### src/rtl/eq2_seq_lock.sv
// eq2_seq_lock
//   Sequential code-lock stage. A strobed stream of 2-bit symbols is compared,
//   one symbol per strobe, against an N_SYM-symbol programmed key using
//   sum-of-products 2-bit equality. The block tracks key progress and
//   consecutive failed attempts, and enforces a timed lockout.
//
// Parameters
//   N_SYM       key length in symbols (2..8)
//   MAX_FAIL    consecutive failures that trigger lockout (1..3)
//   LOCKOUT_CYC lockout duration in clk cycles (1..255)
//
// Ports
//   clk         system clock, rising edge
//   reset       synchronous active-low reset
//   sym_valid   one-cycle strobe qualifying sym
//   sym         entered symbol
//   key         programmed key, symbol i = key[2i+1:2i], symbol 0 entered first
//   clear       abort attempt / relock (ignored during lockout)
//   unlocked    high while OPEN
//   locked_out  high while LOCKOUT
//   fail_pulse  one-cycle pulse per failed attempt
//   pos         index of the next expected symbol
//   fail_cnt    consecutive failed attempts
module eq2_seq_lock #(
    parameter int unsigned N_SYM       = 4,
    parameter int unsigned MAX_FAIL    = 3,
    parameter int unsigned LOCKOUT_CYC = 16
) (
    input  logic               clk,
    input  logic               reset,
    input  logic               sym_valid,
    input  logic [1:0]         sym,
    input  logic [2*N_SYM-1:0] key,
    input  logic               clear,
    output logic               unlocked,
    output logic               locked_out,
    output logic               fail_pulse,
    output logic [2:0]         pos,
    output logic [1:0]         fail_cnt
);

    localparam logic [2:0] LAST_POS  = 3'(N_SYM - 1);
    localparam logic [1:0] FAIL_LIM  = 2'(MAX_FAIL);
    localparam logic [7:0] LOCK_LOAD = 8'(LOCKOUT_CYC);

    typedef enum logic [1:0] {
        IDLE    = 2'd0,
        COLLECT = 2'd1,
        OPEN    = 2'd2,
        LOCKOUT = 2'd3
    } state_t;

    state_t     state, state_nx;
    logic [2:0] pos_nx;
    logic [1:0] fail_cnt_nx;
    logic [1:0] fail_inc;
    logic [7:0] timer, timer_nx;
    logic       fail_pulse_nx;
    logic [1:0] key_sym;
    logic       match;

    // Expected symbol for the current position; pos never exceeds N_SYM-1.
    always_comb begin
        key_sym = '0;
        for (int unsigned i = 0; i < N_SYM; i++) begin
            if (pos == 3'(i)) begin
                key_sym = key[2*i +: 2];
            end
        end
    end

    // 2-bit equality as a sum of the four minterms where both operands agree.
    assign match = (~sym[1] & ~sym[0] & ~key_sym[1] & ~key_sym[0]) |
                   (~sym[1] &  sym[0] & ~key_sym[1] &  key_sym[0]) |
                   ( sym[1] & ~sym[0] &  key_sym[1] & ~key_sym[0]) |
                   ( sym[1] &  sym[0] &  key_sym[1] &  key_sym[0]);

    assign fail_inc = fail_cnt + 2'd1;

    always_comb begin
        state_nx      = state;
        pos_nx        = pos;
        fail_cnt_nx   = fail_cnt;
        timer_nx      = timer;
        fail_pulse_nx = 1'b0;

        unique case (state)
            IDLE, COLLECT: begin
                if (clear) begin
                    state_nx    = IDLE;
                    pos_nx      = '0;
                    fail_cnt_nx = '0;
                end else if (sym_valid) begin
                    if (match) begin
                        if (pos == LAST_POS) begin
                            state_nx    = OPEN;
                            pos_nx      = '0;
                            fail_cnt_nx = '0;
                        end else begin
                            state_nx = COLLECT;
                            pos_nx   = pos + 3'd1;
                        end
                    end else begin
                        // A mismatching symbol is not retried as symbol 0.
                        pos_nx        = '0;
                        fail_pulse_nx = 1'b1;
                        fail_cnt_nx   = fail_inc;
                        if (fail_inc == FAIL_LIM) begin
                            state_nx = LOCKOUT;
                            timer_nx = LOCK_LOAD;
                        end else begin
                            state_nx = IDLE;
                        end
                    end
                end
            end
            OPEN: begin
                if (clear) begin
                    state_nx    = IDLE;
                    pos_nx      = '0;
                    fail_cnt_nx = '0;
                end
            end
            LOCKOUT: begin
                // Loaded with LOCKOUT_CYC on entry, so exit on timer==1
                // gives exactly LOCKOUT_CYC cycles of locked_out.
                timer_nx = timer - 8'd1;
                if (timer == 8'd1) begin
                    state_nx    = IDLE;
                    fail_cnt_nx = '0;
                end
            end
            default: begin
                state_nx = IDLE;
            end
        endcase
    end

    always_ff @(posedge clk) begin
        if (!reset) begin
            state      <= IDLE;
            pos        <= '0;
            fail_cnt   <= '0;
            timer      <= '0;
            fail_pulse <= 1'b0;
            unlocked   <= 1'b0;
            locked_out <= 1'b0;
        end else begin
            state      <= state_nx;
            pos        <= pos_nx;
            fail_cnt   <= fail_cnt_nx;
            timer      <= timer_nx;
            fail_pulse <= fail_pulse_nx;
            unlocked   <= (state_nx == OPEN);
            locked_out <= (state_nx == LOCKOUT);
        end
    end

endmodule

### config.mk
export PLATFORM = sky130hd
export DESIGN_NAME = eq2_seq_lock
export DESIGN_NICKNAME = d
export VERILOG_FILES = /design/src/rtl/eq2_seq_lock.sv
export SDC_FILE = /design/constraint.sdc
export NUM_CORES = 1
export LEC_CHECK = 0
export BUFFER_PORTS_ARGS = -buffer_cell sky130_fd_sc_hd__buf_2
export CAP_MARGIN = 20
export CORE_MARGIN = 5
export CORE_UTILIZATION = 50
export DETAILED_ROUTE_END_ITERATION = 16
export PLACE_DENSITY = 0.74
export SLEW_MARGIN = 5
export SYNTH_ARGS = -nofsm -noshare
export SYNTH_HDL_FRONTEND = slang
export SYNTH_SLANG_ARGS = --single-unit
### constraint.sdc
create_clock -name clk -period 5.2 [get_ports clk]
set_input_delay 0 -clock clk [delete_from_list [all_inputs] [get_ports clk]]
set_output_delay 0 -clock clk [all_outputs]
set_load 0.02 [all_outputs]
==> flow_summary.ini, run 1 <==
[status]
status = completed

[logic_synthesis]
syn_nets = 147
synth.distinct_cells = 36
ys_seq_elements = 18
synth_seq_area_share = 0.3400
yosys.area.top_type = dfxtp_1
syn_area_um2 = 1060
syn_inst = 126
yosys-top-cells-area = dfxtp_1 34%, ha_1 8.3%, nor2_1 6.0%
netlist.area_leader.share = 0.3400
yosys_warnings = 0
avgSynthCellArea_um2 = 8.411

[hold_path]
hold_start = sym_valid
hold_class = input pin to flop

[sta]
setup_viol = 0
fin_crit_sh = 0.4607
timing.hold.ws_ns = 0.05672
hold_violations = 0
fin_tns_setup_ns = 0
fin_worst_skew_ns = 0.003917
max_slew_margin = 0.6746
fmax_mhz = 417.4
rsz0062_at_grt = no
tightest_slew_ns = 0.4848
finalCriticalPeriod_ns = 2.396
drv_slew = 0

[placed_design]
place_area_um2 = 1195
io_buffer_count = 21
routabilityCongestion = 0.7311
hpwl_mm = 1.799

[worst_setup_path]
crit_path_max_fanout = 10
slowest_stage = dfxtp_1
setup.worst_path.start = pos[0]
required_ns = 5.41
reg2regPathDepth = 8
path_buf_inv = 1
crit_type = flop to flop
crit_path_max_incr_delay_ns = 0.42
path_cells = inv_1 -> ha_1 -> nor3b_1 -> a211o_1 -> mux2_2 -> a21oi_2 -> o21ai_1 -> o32ai_1
reg2reg_setup_slack_ns = 2.80
rr_startpoint = pos[0]
path_depth = 8
arrival_ns = 2.60
start_kind = flop
endpoint_kind = flop
crit_family = compound AO/OA/AOI/OAI gates
r2r-end = timer[1]
crit_end = timer[1]

[clock_network]
ctsResizeCount = 0
postCtsSetupBuffers = 0
cts_root_buf = clkbuf_4
numCtsBuffers = 3
cts_num_sinks = 18
cts_tree = done
cts_max_path_buffers = 2
clk_pin_slew_ns = 0.10
cts_max_level = 1
clk_latency_ns = 0.29

[pwr]
peakVddDrop_mv = 0.1522
total_power_w = 0.0002573
power_leakage_nw = 0.5111
power.density_nw_per_um2 = 207.3

[global_route]
grt_pass1_vias = 944
grt_max_degree = 11
grt_antenna_before_repair = 0
grt_pass1_wl_mm = 3.946
grt_usage = 0.1538
gr-total-overflow = 0

[layout]
finalNetCount = 173
diodes = 0
utilization = 0.6263
fillers = 179
layout-drive-gt1-share = 0.2053
layout-area-overhead-vs-synth_pct = 17.12
layout_common_cells = 21 x buf_2, 18 x dfxtp_1, 17 x nor2_1
layout_commonest_cell = buf_2
postLayoutCellArea_um2 = 1241

[floorplanning]
fp-row-count = 16
die_h_um = 56.04
core_um2 = 1982
boundaryPins = 22
die_x_um = 56.04
die_area_um2 = 3140
initial_core_util = 0.5347

[route]
antenna_left = 0
first_iter_violations = 26
routed_wire_length_per_instance_um = 12.81
vias_per_cell = 5.376
dr.pass1.iters = 4
detail_route.wirelength_mm = 2.280
vias = 957
drc = 0

[job]
cap_violations = 0
worst min-delay path, cell delays in order:
cell and delay (ns):
buf_2 0.14, nand3_1 0.11, nor2_1 0.05
layer usage:
metal	vias to the layer above	track usage	part of all wire
li1	499	-	-
met1	430	0.1836	0.48
met2	24	0.2487	0.45
met3	4	0.04872	0.061
met4	0	0.07119	0.012
met5	-	0	0
stage by stage:
step / setup WS, ns / instances
after floorplan: 2.955 / 126
after global placement: 2.945 / 173
after detailed placement: 2.857 / 173
after CTS: 2.824 / 178
after global routing: 2.611 / 178
final: 2.804 / 178
kinds of logic after synthesis:
| group | after synthesis | share of synthesized area |
|---|---|---|
| flops | 18 | 0.3400 |
| fa+ha+maj | 7 | 0.08264 |
| mux | 3 | 0.02952 |
| compound gates | 28 | 0.1818 |
| xor+xnor | 9 | 0.07438 |
| simple gates | 50 | 0.2527 |
| buf+inv | 11 | 0.03896 |
worst min-delay path by stage:
stage / endpoint / depth (start not counted)
final: fail_pulse / 3
after global routing: fail_pulse / 3
after CTS: fail_pulse / 3
after detailed placement: pos[2] / 3
after global placement: pos[2] / 3
after floorplan: timer[4] / 1
cell type report:
cell class / instances / area (µm²) / share of cell area
Sequential cell: 18 / 360.3 / 0.2903
Multi-Input combinational cell: 97 / 658.1 / 0.5302
Timing Repair Buffer: 22 / 115.1 / 0.09274
Tap cell: 27 / 33.78 / 0.02722
Clock buffer: 4 / 36.28 / 0.02923
Inverter: 10 / 37.54 / 0.03024
power by group:
part	leakage (nW)	switching [W]	total (W)	internal (W)
clock network	0.0210	0.0000416	0.0000842	0.0000426
logic	0.345	0.0000191	0.0000325	0.0000134
registers	0.145	0.00000146	0.000141	0.000139
flip-flops by register name (all words and copies together), names as in the netlist:
signal,count
locked_out,1
state,2
fail_pulse,1
timer,8
pos,3
fail_cnt,2
unlocked,1
cells in the mapped netlist (all sizes together):
master,n
xor2,3
a311o,1
nand3b,1
o32ai,2
nand2b,1
a211o,1
a211oi,3
xnor2,6
mux2,1
nor4b,2
clkbuf,1
nand2,8
a21oi,8
nor3,5
a22o,2
dfxtp,18
nand3,4
a21o,1
nor3b,2
mux2i,2
o21ai,7
or2,1
nor2b,2
nor2,17
inv,10
a221oi,2
nor4,2
and2,2
a22oi,1
ha,7
or4,1
or3,2
repair_timing:
action | in CTS | in global routing
hold buffers | 1 | 0
hold endpoints to repair | 2 | 0
setup endpoints to repair | 0 | 0
Note: power is estimated with default switching activity, not from simulation.
==> run 2, diff against run 1 <==
CORE_UTILIZATION = 48   (was 50)
clock period = 2 ns   (was 5.2 ns; I/O delays follow)
==> run 2 against run 1 <==
The flow now finishes with violations (setup timing). Critical path depth up 1. Power grew to 2.5 times the previous value. Clock skew is 0.0017 ns lower. Global-route usage fell by 0.54 points. Combinational power rose to 3.5 times the previous value. Count of clock-buffer cells in the layout unchanged. Sequential share of layout area fell by 3.3 points. Sequential power grew to 2.6 times the previous value. First-iteration DRC count fell by 62%. Non-clock buffer count rose by 13. Critical path type unchanged. Largest cell class unchanged.
==> flow_summary.ini, run 2 (synthesized netlist as in run 1, its figures left out) <==
[status]
status = finished with violations
violations = setup timing

[worst_setup_path]
r2r-end = fail_cnt[1]
arrival_ns = 2.20
crit_type = flop to flop
crit_path_max_incr_delay_ns = 0.39
endpoint_kind = flop
crit_path_max_fanout = 7
path_buf_inv = 3
rr_startpoint = pos[1]
reg2reg_setup_slack_ns = -0.04
start_kind = flop
crit_family = compound AO/OA/AOI/OAI gates
required_ns = 2.17
reg2regPathDepth = 9
slowest_stage = dfxtp_4
path_cells = inv_4 -> ha_4 -> nand3b_1 -> a211o_1 -> mux2_4 -> a21oi_4 -> buf_4 -> buf_6 -> o32ai_2

[sta]
fin_ws_ns = -0.03684
hold_violations = 0
fmax_mhz = 491.0
fin_crit_sh = 1.018
drv_slew = 0
max_slew_margin = 0.7646
setup_viol = 10
fin_worst_skew_ns = 0.002229
rsz0062_at_grt = yes
finalCriticalPeriod_ns = 2.037
fin_tns_setup_ns = -0.2055
timing.hold.ws_ns = 0.1093
tightest_slew_ns = 0.3493

[route]
antenna_left = 0
vias_per_cell = 5.182
drc = 0
routed_wire_length_per_instance_um = 12.38
vias = 995
dr.pass1.iters = 3
first_iter_violations = 10
detail_route.wirelength_mm = 2.377

[layout]
diodes = 0
fin_cells = 192
layout-drive-gt1-share = 0.3537
layout-area-overhead-vs-synth_pct = 34.83
finalNetCount = 186
layout_common_cells = 21 x buf_2, 16 x nor2_1, 16 x dfxtp_1
reg_top3 = timer (8), pos (3)
largest_register = timer
largest_reg_flops = 8
utilization = 0.6586
layout_commonest_cell = buf_2

[clock_network]
cts_num_sinks = 18
numCtsBuffers = 3
clk_pin_slew_ns = 0.09
cts_max_path_buffers = 2
clk_latency_ns = 0.28
cts_root_buf = clkbuf_4
cts_tree = done
cts_max_level = 1

[hold_path]
whs_path_depth = 3
hold_class = input pin to flop
hold_path_end = fail_pulse
hold_start = sym_valid

[global_route]
grt_max_degree = 11
gr-total-overflow = 0
grt_pass1_vias = 994
grt_usage = 0.1484
grt_antenna_before_repair = 0
grt_pass1_wl_mm = 3.939

[floorplanning]
die_area_um2 = 3247
core_um2 = 2170
die_h_um = 56.99
boundaryPins = 22
die_x_um = 56.99
fp-row-count = 17
initial_core_util = 0.4885

[pwr]
power.density_nw_per_um2 = 456.4
p_switching_w = 0.0001613
peakVddDrop_mv = 0.3448
intPower_w = 0.0004908
swShare = 0.2473
p_clk_frac = 0.268
total_power_w = 0.0006521
p_comb_frac = 0.174
seqPwrFrac = 0.558
power_leakage_nw = 0.5894

[placed_design]
routabilityCongestion = 0.8635
io_buffer_count = 21
dp.cells = 183
hpwl_mm = 1.855

[job]
cap_violations = 0
-- run 2: cell types whose count changed in the layout (fill, tap and decap cells not counted), sizes merged --
cell / previous run / this run
buf: 21 / 34
-- run 2: final cells by class --
cell class | instances | area, µm²
clock buffer | 4 | 26.28
sequential | 18 | 367.9
tap | 28 | 35.03
fill | 181 | 740.7
multi-input combinational | 97 | 739.5
inverter | 10 | 40.04
timing repair buffer | 35 | 220.2
-- run 2: worst max path at each step --
stage | from | endpoint | cells past startpoint
CTS | pos[0] | fail_cnt[1] | 7
floorplan | pos[0] | timer[1] | 7
global placement | pos[0] | locked_out | 7
finish | pos[1] | fail_cnt[1] | 9
detailed placement | pos[1] | unlocked | 8
global route | pos[1] | timer[1] | 9
-- run 2: tightest hold or removal path: cells and delay by family --
family / cells / cell delay [ns]
AND/OR/NAND/NOR: 2 / 0.21
buffers and inverters: 1 / 0.14
-- run 2: per-stage QoR --
stage | area, µm² | setup slack (ns)
after CTS | 1335 | -0.04447
after global routing | 1429 | -0.1263
after detailed placement | 1281 | -0.05055
final | 1429 | -0.03684
after floorplan | 1077 | -0.03139
after global placement | 1281 | -0.005139
-- run 2: power groups by stage --
stage	clock [W]	sequential [W]	combinational, W
global placement	0	0.000371	0.0000906
CTS	0.000189	0.000363	0.0000958
floorplan	0	0.000375	0.0000488
detailed placement	0	0.000372	0.0000930
global route	0.000205	0.000365	0.000124
finish	0.000175	0.000364	0.000113
-- run 2: timing repair --
action / in CTS / in global routing
hold buffers: 1 / 0
resized for setup: 2 / 18
pin swaps: 0 / 6
setup endpoints to repair: 14 / 16
setup buffers: 2 / 2
endpoints found under the hold margin: 2 / 0
-- run 2: routing by layer --
| metal | track usage | routed length (µm) | up-vias | share of wire |
|---|---|---|---|---|
| li1 | - | - | 526 | - |
| met1 | 0.1521 | 976 | 450 | 0.41 |
| met2 | 0.2871 | 1267 | 15 | 0.53 |
| met3 | 0.02489 | 97 | 4 | 0.041 |
| met4 | 0.06954 | 36 | 0 | 0.015 |
| met5 | 0 | 0 | - | 0 |
==> run 3, diff against run 2 <==
REMOVE_ABC_BUFFERS = 1   (was default)
==> run 3 against run 2 <==
The flow still finishes with violations (setup timing). Register-to-register slack got worse by 0.04 ns. Worst setup slack got worse by 0.041 ns. Power rose by 12%. Largest cell class unchanged.
==> flow_summary.ini, run 3 (synthesized netlist as in run 1, its figures left out) <==
[global_route]
grt_usage = 0.1815
gr-total-overflow = 0
grt_pass1_vias = 1097
grt_max_degree = 11
grt_antenna_before_repair = 0
grt_pass1_wl_mm = 4.726

[layout]
largest_register = timer
seqCellArea_um2 = 365.4
fillers = 161
multi_input_area_um2 = 825.8
layout-area-overhead-vs-synth_pct = 52.30
largest_reg_flops = 8
layout-drive-gt1-share = 0.4743
diodes = 0
layout_common_cells = 21 x buf_2, 19 x buf_4, 16 x dfxtp_1
reg_top3 = timer (8), pos (3)
postLayoutCellArea_um2 = 1614
finalNetCount = 197
layout_commonest_cell = buf_2

[floorplanning]
core_um2 = 2170
die_h_um = 56.99
initial_core_util = 0.4885
fp-row-count = 17
boundaryPins = 22
die_area_um2 = 3247
die_x_um = 56.99

[worst_setup_path]
path_cells = buf_4 -> ha_2 -> buf_4 -> a21oi_2 -> a221oi_4 -> mux2_4 -> a21oi_4 -> buf_6 -> nor3_2 -> a311o_1
rr_startpoint = pos[1]
reg2reg_setup_slack_ns = -0.08
start_kind = flop
crit_path_max_fanout = 4
crit_end = fail_cnt[0]
setup.worst_path.start = pos[1]
crit_path_frequent_cell = buf_4
required_ns = 2.19
crit_type = flop to flop
slowest_stage = dfxtp_2
r2r-end = fail_cnt[0]
arrival_ns = 2.27
endpoint_kind = flop
crit_path_max_incr_delay_ns = 0.34
reg2regPathDepth = 10

[sta]
timing.hold.ws_ns = 0.1046
fmax_mhz = 481.2
drv_slew = 0
finalCriticalPeriod_ns = 2.078
setup_viol = 6
fin_worst_skew_ns = 0.0008425
fin_ws_ns = -0.07794
tightest_slew_ns = 0.4859
fin_tns_setup_ns = -0.2283
hold_violations = 0
max_slew_margin = 0.6726
fin_crit_sh = 1.039
rsz0062_at_grt = yes

[placed_design]
place_ws_ns = -0.1884
place_area_um2 = 1309
io_buffer_count = 21
hpwl_mm = 1.938
routabilityCongestion = 0.8766

[route]
routed_wire_length_per_instance_um = 14.27
drc = 0
detail_route.wirelength_mm = 2.897
dr.pass1.iters = 4
vias = 1111
first_iter_violations = 17
antenna_left = 0
vias_per_cell = 5.473

[clock_network]
numCtsBuffers = 3
cts_tree = done
clk_latency_ns = 0.29
cts_num_sinks = 18
cts_max_path_buffers = 2
cts_root_buf = clkbuf_4
clk_pin_slew_ns = 0.10
cts_max_level = 1

[pwr]
power_leakage_nw = 0.6711
peakVddDrop_mv = 0.4342
p_comb_frac = 0.197
intPower_w = 0.0005416
seqPwrFrac = 0.500
p_clk_frac = 0.302
power.density_nw_per_um2 = 452.3
p_switching_w = 0.0001885
swShare = 0.2582

[status]
status = finished with violations
violations = setup timing

[job]
cap_violations = 0

[hold_path]
hold_class = input pin to flop
run 3: area by class of cell:
type	count	area share
multi-input combinational	97	0.5116
sequential	18	0.2264
timing repair buffer	46	0.1946
inverter	10	0.02326
clock buffer	4	0.02248
tap	28	0.02171
run 3: how the worst min path moves through the flow:
stage,from,endpoint,slack (ns),depth (start not counted)
4_1_cts,sym_valid,fail_pulse,0.06,3
6_report,sym_valid,fail_pulse,0.10,3
5_1_grt,sym_valid,fail_pulse,0.12,3
3_3_place_gp,reset,pos[2],0.28,3
2_1_floorplan,reset,timer[4],0.12,1
3_5_place_dp,reset,pos[2],0.28,3
run 3: power groups by stage:
| stage | combinational (W) | sequential (W) | clock (W) |
|---|---|---|---|
| floorplan | 0.0000462 | 0.000377 | 0 |
| global placement | 0.0000915 | 0.000374 | 0 |
| detailed placement | 0.0000939 | 0.000374 | 0 |
| CTS | 0.000124 | 0.000365 | 0.000223 |
| global route | 0.000155 | 0.000366 | 0.000249 |
| finish | 0.000144 | 0.000365 | 0.000221 |
run 3: critical path: cells and delay by family, from the launching register on:
family	cells	cell delay (ns)
flops	1	0.34
fa+ha+maj	1	0.18
buf+inv	3	0.41
mux	1	0.29
compound gates	4	0.70
simple gates	1	0.04
run 3: per-stage QoR:
step	utilization	cells	total power, W
3_3_place_gp	0.6032	189	0.0004650
3_5_place_dp	0.6032	189	0.0004678
5_1_grt	0.7439	203	0.0007699
6_report	0.7439	203	0.0007300
4_1_cts	0.7007	201	0.0007117
2_1_floorplan	-	125	0.0004235
run 3: layer usage:
| metal | global-route usage | share of wire | vias up |
|---|---|---|---|
| met5 | 0 | 0 | - |
| met4 | 0.09603 | 0.045 | 0 |
| met3 | 0.03394 | 0.056 | 14 |
| met2 | 0.3295 | 0.52 | 40 |
| met1 | 0.1978 | 0.37 | 513 |
| li1 | - | - | 544 |
run 3: what timing repair did:
action | 4_1_cts | 5_1_grt
gates resized for setup | 27 | 18
pin swaps | 9 | 7
hold buffers | 1 | 0
setup buffers | 7 | 3
setup endpoints to repair | 17 | 18
endpoints found under the hold margin | 2 | 0
